**src/rtl/ictc_pkg.sv**
```systemverilog
// Shared ICTC definitions: bus widths, register map and bridge FSM states.
// Used by the APB bridge and by bank-side address decoders.
package ictc_pkg;

    localparam int ICTC_ADDR_W = 12;
    localparam int ICTC_DATA_W = 32;

    localparam logic [ICTC_ADDR_W-1:0] CTRL_ADDR = 12'h00;
    localparam logic [ICTC_ADDR_W-1:0] STAT_ADDR = 12'h04;
    localparam logic [ICTC_ADDR_W-1:0] PRE_ADDR  = 12'h08;
    localparam logic [ICTC_ADDR_W-1:0] CMP_ADDR  = 12'h0C;
    localparam logic [ICTC_ADDR_W-1:0] CNT_ADDR  = 12'h10;
    localparam logic [ICTC_ADDR_W-1:0] TIER_ADDR = 12'h14;
    localparam logic [ICTC_ADDR_W-1:0] TISR_ADDR = 12'h18;
    localparam logic [ICTC_ADDR_W-1:0] CAP_ADDR  = 12'h1C;

    localparam logic [ICTC_ADDR_W-1:0] ICTC_ADDR_MAX = CAP_ADDR;

    typedef enum logic [1:0] {
        ST_IDLE = 2'd0,
        ST_WAIT = 2'd1,
        ST_DONE = 2'd2
    } ictc_state_e;

    // Word-aligned and within the populated part of the bank.
    function automatic logic ictc_mapped(
        input logic [ICTC_ADDR_W-1:0] addr,
        input logic [ICTC_ADDR_W-1:0] addr_max
    );
        return (addr[1:0] == 2'b00) && (addr <= addr_max);
    endfunction

endpackage

```
**src/rtl/ictc_addr_decode.sv**
```systemverilog
// Combinational mapped/unmapped check for ICTC register addresses.
// Shared by the APB bridge and bank-side decoders.
module ictc_addr_decode
    import ictc_pkg::*;
#(
    parameter logic [ICTC_ADDR_W-1:0] ADDR_MAX = ICTC_ADDR_MAX
) (
    input  logic [ICTC_ADDR_W-1:0] i_addr,
    output logic                   o_mapped
);

    assign o_mapped = ictc_mapped(i_addr, ADDR_MAX);

endmodule

```
**src/rtl/ictc_apb_reg_bridge.sv**
```systemverilog
// APB3 completer driving the ICTC register bank with programmable wait states.
// Optional error response on pslverr when ICTC_APB_PSLVERR_EN is defined.
module ictc_apb_reg_bridge
    import ictc_pkg::*;
#(
    parameter int                     WAIT_STATES = 1,
    parameter logic [ICTC_ADDR_W-1:0] ADDR_MAX    = 12'h1C
) (
    input  logic                   clk,
    input  logic                   rst_n,
    input  logic                   psel,
    input  logic                   penable,
    input  logic                   pwrite,
    input  logic [ICTC_ADDR_W-1:0] paddr,
    input  logic [ICTC_DATA_W-1:0] pwdata,
    output logic                   pready,
    output logic [ICTC_DATA_W-1:0] prdata,
    output logic                   pslverr,
    output logic [ICTC_ADDR_W-1:0] reg_addr,
    output logic [ICTC_DATA_W-1:0] reg_wr_data,
    output logic                   reg_wr_en,
    input  logic [ICTC_DATA_W-1:0] reg_rd_data
);

    localparam logic [3:0] LP_LAST = 4'(WAIT_STATES - 1);

    ictc_state_e            r_state;
    logic [3:0]             r_cnt;
    logic                   r_wr_q;
    logic                   r_err_q;
    logic                   r_pready;
    logic                   r_wr_en;
    logic [ICTC_DATA_W-1:0] r_prdata;
    logic [ICTC_ADDR_W-1:0] r_addr;
    logic [ICTC_DATA_W-1:0] r_wdata;
    logic                   w_mapped;

`ifdef ICTC_APB_PSLVERR_EN
    logic r_pslverr;
    assign pslverr = r_pslverr;
`else
    assign pslverr = 1'b0;
`endif

    ictc_addr_decode #(
        .ADDR_MAX (ADDR_MAX)
    ) u_dec (
        .i_addr   (paddr),
        .o_mapped (w_mapped)
    );

    assign pready      = r_pready;
    assign prdata      = r_prdata;
    assign reg_addr    = r_addr;
    assign reg_wr_data = r_wdata;
    assign reg_wr_en   = r_wr_en;

    always_ff @(posedge clk or negedge rst_n) begin
        if (!rst_n) begin
            r_state  <= ST_IDLE;
            r_cnt    <= 4'd0;
            r_wr_q   <= 1'b0;
            r_err_q  <= 1'b0;
            r_pready <= 1'b0;
            r_wr_en  <= 1'b0;
            r_prdata <= '0;
            r_addr   <= '0;
            r_wdata  <= '0;
`ifdef ICTC_APB_PSLVERR_EN
            r_pslverr <= 1'b0;
`endif
        end else begin
            r_pready <= 1'b0;
            r_wr_en  <= 1'b0;
`ifdef ICTC_APB_PSLVERR_EN
            r_pslverr <= 1'b0;
`endif
            unique case (r_state)
                ST_IDLE: begin
                    if (psel && !penable) begin
                        r_addr  <= paddr;
                        r_wdata <= pwdata;
                        r_wr_q  <= pwrite;
                        r_err_q <= !w_mapped;
                        r_cnt   <= 4'd0;
                        r_state <= ST_WAIT;
                    end
                end
                ST_WAIT: begin
                    r_cnt <= r_cnt + 4'd1;
                    if (!psel) begin
                        r_state <= ST_IDLE;
                    end else if (r_cnt == LP_LAST) begin
                        // Bank data sampled in the last wait cycle is the read result.
                        r_prdata <= r_err_q ? '0 : reg_rd_data;
                        r_pready <= 1'b1;
                        r_wr_en  <= r_wr_q && !r_err_q;
`ifdef ICTC_APB_PSLVERR_EN
                        r_pslverr <= r_err_q;
`endif
                        r_state  <= ST_DONE;
                    end
                end
                ST_DONE: begin
                    r_state <= ST_IDLE;
                end
                default: begin
                    r_state <= ST_IDLE;
                end
            endcase
        end
    end

endmodule

```
**config.mk**
```make
export PLATFORM = sky130hd
export DESIGN_NAME = ictc_apb_reg_bridge
export DESIGN_NICKNAME = d
export VERILOG_FILES = /design/src/rtl/ictc_pkg.sv /design/src/rtl/ictc_addr_decode.sv /design/src/rtl/ictc_apb_reg_bridge.sv
export SDC_FILE = /design/constraint.sdc
export NUM_CORES = 1
export LEC_CHECK = 0
export BUFFER_PORTS_ARGS = -buffer_cell sky130_fd_sc_hd__buf_2
export CAP_MARGIN = 20
export CELL_PAD_IN_SITES_DETAIL_PLACEMENT = 0
export CELL_PAD_IN_SITES_GLOBAL_PLACEMENT = 2
export CORE_ASPECT_RATIO = 1.2
export CORE_MARGIN = 3
export CORE_UTILIZATION = 29
export DETAILED_ROUTE_END_ITERATION = 10
export GPL_TIMING_DRIVEN = 0
export PLACE_DENSITY = 0.9
export SLEW_MARGIN = 10
export SYNTH_ARGS = -nofsm -noshare
export SYNTH_HDL_FRONTEND = slang
export SYNTH_SLANG_ARGS = --single-unit
```
**constraint.sdc**
```tcl
create_clock -name clk -period 2.6 [get_ports clk]
set_input_delay 0.26 -clock clk [delete_from_list [all_inputs] [get_ports clk]]
set_output_delay 0.26 -clock clk [all_outputs]
set_load 0.01 [all_outputs]
```
; Yosys cells after proc, flatten, opt, wreduce, memory -nomap -nowiden
; Cells that the tools add are included.
[word_totals]
register_bits = 86
inputBits = 81
out_inout_bits = 79
elab_cells = 41
[classes]
n_addsub = 1
magnitude_cmp = 1
n_eq_ne = 3
n_mux = 13
n_reduce_logical = 14
[op_table]
columns = op, n
row1 = 2-to-1 mux 32 bit, 1
row2 = <= comparator 12 x 5 -> 1 bit (second input constant), 1
row3 = one-hot mux 4 bit (2 select lines), 1
row4 = 2-to-1 mux 1 bit, 6
row5 = 2-to-1 mux 2 bit, 3
row6 = AND reduction 2 bit, 3
row7 = adder 4 x 1 -> 4 bit (second input constant), 1
row8 = logical NOT 2 bit, 2
row9 = logical NOT 4 bit, 1
row10 = 2-to-1 mux 4 bit, 1
row11 = one-hot mux 2 bit (2 select lines), 1
row12 = logical AND 1 bit, 3
row13 = logical NOT 1 bit, 3
row14 = inequality test 3 bit (second input constant), 1
row15 = AND reduction 3 bit, 1
row16 = == test 2 x 1 -> 1 bit (second input constant), 1
row17 = inequality test 2 bit (second input constant), 1
row18 = nonzero test 2 bit, 1

; Longest topological paths before layout
[depth]
ltp_word = 5
ltp_mapped = 7
ltp_nobuf = 5

; By module
; From an unflattened synthesis, not the netlist that was laid out.
[unflattened]
hier_cells = 334
area_unflattened_um2 = 3681.0
[by_module_without_submodules]
columns = mod, n_inst, cells_each, area_each_um2, seq_area_each_um2
row1 = ictc_apb_reg_bridge, 1, 331, 3654.8, 2152.1
row2 = ictc_addr_decode, 1, 3, 26.3, 0.0

; Least setup slack after synthesis
; No wires, ideal clock.
[synth_timing]
path_kind = register -> register
startpoint = register r_cnt[0]
endpoint = register r_prdata[10], in the netlist prdata[10]
setup_time_ns = 0.127
t_arrival_ns = 1.557
required_time_ns = 2.473
slack_ns = 0.916
stages_incl_launch_ff = 8
n_path_buf = 2
period_less_slack_ns = 1.684
path_cell_list = dfrtp_1 inv_1 ha_1 nor3b_1 and3_1 buf_4 buf_6 mux2_1
[synth_between]
elab_chain_cells = 2
[synth_lines]
columns = item, line
row1 = from (decl), ictc_apb_reg_bridge.sv:28  ; logic [3:0] r_cnt;
row2 = from (signal assigned), ictc_apb_reg_bridge.sv:90  ; r_cnt <= r_cnt + 4'd1;
row3 = logical NOT 4 bit, ictc_apb_reg_bridge.sv:93  ; end else if (r_cnt == LP_LAST) begin
row4 = AND reduction 3 bit (no line), n/a
row5 = to (signal assigned), ictc_apb_reg_bridge.sv:95  ; r_prdata <= r_err_q ? '0 : reg_rd_data;
row6 = to (decl), ictc_apb_reg_bridge.sv:33  ; logic [ICTC_DATA_W-1:0] r_prdata;
; No other way between the ends.
; A chain may end at the register's enable or synchronous reset.

; Final worst setup path
[layout_timing]
startpoint = register r_cnt[1]
endpoint = register r_prdata[22], in the netlist prdata[22]
; Same word-level chain as after synthesis.

==> impl_metrics.json <==
{
  "num_rows": 43,
  "grt_remaining_overflow": 0,
  "routed_wl_um": 8518,
  "crit_required_ns": 2.81,
  "syn_area_per_cell_um2": 10.58,
  "synth_largest_area_cell": "dfrtp_1",
  "die_x_um": 106.8,
  "cap_violations": 0,
  "globalRouteTotalUtil_pct": 13.28,
  "dpl_cell_area_um2": 4551,
  "power_density_nw_per_um2": 853.4,
  "routedWlPerCell_um": 12.79,
  "netlist_instances": 334,
  "drive_gt1_share_pct": 37.52,
  "first_iter_violations": 97,
  "fillers": 1230,
  "gp_congestion": 0.7017,
  "tritoncts": "yes",
  "grt-busiest-layer": "met2",
  "worst-path-max-fanout": 10,
  "grt_use_met1_pct": 16.38,
  "finalSetupViolations": 0,
  "endpoint_kind": "flip-flop",
  "period_share_pct": 72.74,
  "port_buffers": 158,
  "yosysSeqAreaShare_pct": 60.91,
  "hp-class": "primary input to flip-flop",
  "synth_top_area_share_pct": 60.91,
  "rsz0062_at_grt": "false",
  "htree_levels": 3,
  "netlist_top_cells_area": "dfrtp_1, nand2_1, mux2_1",
  "antenna_found_initial": 0,
  "fmax_mhz": 528.7,
  "synth_edf_count": 0,
  "synth_cell_types": 27,
  "grt_pass1_vias": 3017,
  "ant_nets": 0,
  "initial_core_util_pct": 30.13,
  "cp.arrival_ns": 2.10,
  "cts_root_buf": "clkbuf_16",
  "syn_to_final_growth_pct": 37.78,
  "startpoint_type": "flip-flop",
  "post_cts_resized": 0,
  "tightestPinTransition_ns": 0.5321,
  "grt_max_degree": 48,
  "critPathKind": "flip-flop to flip-flop",
  "ir_drop_uv": 312.1,
  "coreArea_um2": 11730,
  "async_flop_share_pct": 100.0,
  "cts_sinks": 86,
  "die_y_um": 126.9,
  "synth_seq_cells": 86,
  "clk_pin_slew_ns": 0.06,
  "cts_buffers": 9,
  "status": "finished clean",
  "num_io_pins": 160,
  "vias": 2807,
  "drcViolationCount": 0,
  "die_area_um2": 13550,
  "hold_viol": 0,
  "clk_path_buf_depth": 2,
  "relSlewSlack_pct": 64.53,
  "min_period_ns": 1.891,
  "ys.flop_type": "dfrtp_1",
  "maxSlewViolCount": 0,
  "final_cell_area_um2": 4868,
  "power_leakage_uw": 0.002780,
  "met3_usage_pct": 3.257,
  "antenna_cells": 0,
  "syn_area_um2": 3533,
  "grt_util_met2_pct": 21.91,
  "firstDrtPassIters": 4,
  "yosys_warnings": 0,
  "syn_nets": 417,
  "skew_ns": 0.009345,
  "viasPerCell": 4.215,
  "dp_hpwl_um": 6562,
  "nNetsFinal": 588,
  "clock_latency_ns": 0.33,
  "tns_ns": 0,
  "grt_pass1_wl_um": 14500
}
==> report_power, final <==
group          switching, µW  total [µW]  internal, µW
registers                175        1830          1650
clock network            509        1310           796
logic                    570        1020           452
total                   1250        4150          2900
==> worst max-delay path: stages (launching register included) <==
cell and delay, ns:
dfrtp_1 0.40, inv_1 0.08, ha_1 0.13, nor3b_1 0.27
and3_1 0.21, buf_4 0.17, buf_6 0.16, mux2_1 0.33
==> path summary, 6_finish.rpt <==
kind / from / endpoint / slack, ns / cells past startpoint
min in group asynchronous: rst_n / prdata[3] / 0.45 / 2
worst max-delay path: r_cnt[1] / prdata[22] / 0.71 / 7
worst max register to register: r_cnt[1] / prdata[22] / 0.71 / 7
worst min register to register: reg_addr[9] / reg_addr[9] / 0.47 / 2
max in group asynchronous: rst_n / reg_wr_data[3] / 1.55 / 3
worst min-delay path: pwdata[25] / reg_wr_data[25] / 0.11 / 3
==> through the flow <==
| stage | std cells | hold slack (ns) | setup slack (ns) | total power, µW | util [%] |
|---|---|---|---|---|---|
| 2_1_floorplan | 334 | -0.03559 | 0.9158 | 2387 | - |
| 3_3_place_gp | 649 | 0.4506 | 0.5279 | 2864 | 38.54 |
| 3_5_place_dp | 650 | 0.2794 | 0.6922 | 2903 | 38.80 |
| 4_1_cts | 666 | 0.09844 | 0.6784 | 4251 | 41.51 |
| 5_1_grt | 666 | 0.1143 | 0.5150 | 4454 | 41.51 |
| 6_report | 666 | 0.1126 | 0.7087 | 4155 | 41.51 |
==> cell usage after synthesis (2+ instances only) <==
cell	instances
nand2_1	138
nor2b_1	33
ha_1	2
buf_2	5
nor2_1	3
inv_1	2
and3_1	2
mux2_1	28
o21ai_0	2
dfrtp_1	86
clkbuf_1	9
buf_4	2
mux2_2	5
buf_6	4
==> registers in the layout, indices dropped and copies added (netlist names) <==
name and cells:
pready 1, r_wr_q 1, r_err_q 1, reg_wr_data 32, prdata 32, r_cnt 4, reg_addr 12, r_state 2
reg_wr_en 1
==> area by class of cell <==
cell class,instances,area (µm²),share of cell area (%)
well taps,157,196.4,4.035
repair buffers,160,830.8,17.07
plain buffers,20,118.9,2.442
inverters,2,7.507,0.1542
flip-flops and latches,86,2152,44.20
multi-input cells,226,1255,25.78
clock buffers,11,252.7,5.191
clock inverters,4,55.05,1.131
==> metal layers <==
| layer | part of all wire (%) | routed length, µm | up-vias |
|---|---|---|---|
| met4 | 2.0 | 168 | 0 |
| li1 | - | - | 1394 |
| met5 | 0 | 0 | - |
| met3 | 6.9 | 589 | 12 |
| met1 | 42 | 3570 | 1312 |
| met2 | 49 | 4189 | 89 |
==> placed cells by master (no fill, tap or decap), types with 2 or more instances in the layout <==
cell / netlist / final
buf_2: 5 / 162
nand2_1: 138 / 138
dfrtp_1: 86 / 86
nor2b_1: 33 / 33
mux2_1: 28 / 28
clkbuf_1: 9 / 9
clkbuf_16: 0 / 9
mux2_2: 5 / 5
buf_6: 4 / 4
buf_4: 2 / 3
nor2_1: 3 / 3
inv_1: 2 / 2
and3_1: 2 / 2
o21ai_0: 2 / 2
ha_1: 2 / 2
clkbuf_8: 0 / 2
==> repair_timing <==
item	in CTS	in global routing
hold buffers	1	0
hold endpoints to repair	39	0
buffers inserted	0	0
==> logic make-up after synthesis <==
group	after synthesis	share of synthesized area, %
flip-flops	86	60.91
multiplexers	34	10.80
other	1	0.1061
adder cells (fa/ha/maj)	2	0.7081
AO/OA/AOI/OAI	4	0.6730
buffers and inverters	22	3.576
AND/OR/NAND/NOR	185	23.23
Power figures use the tool's default switching activity.
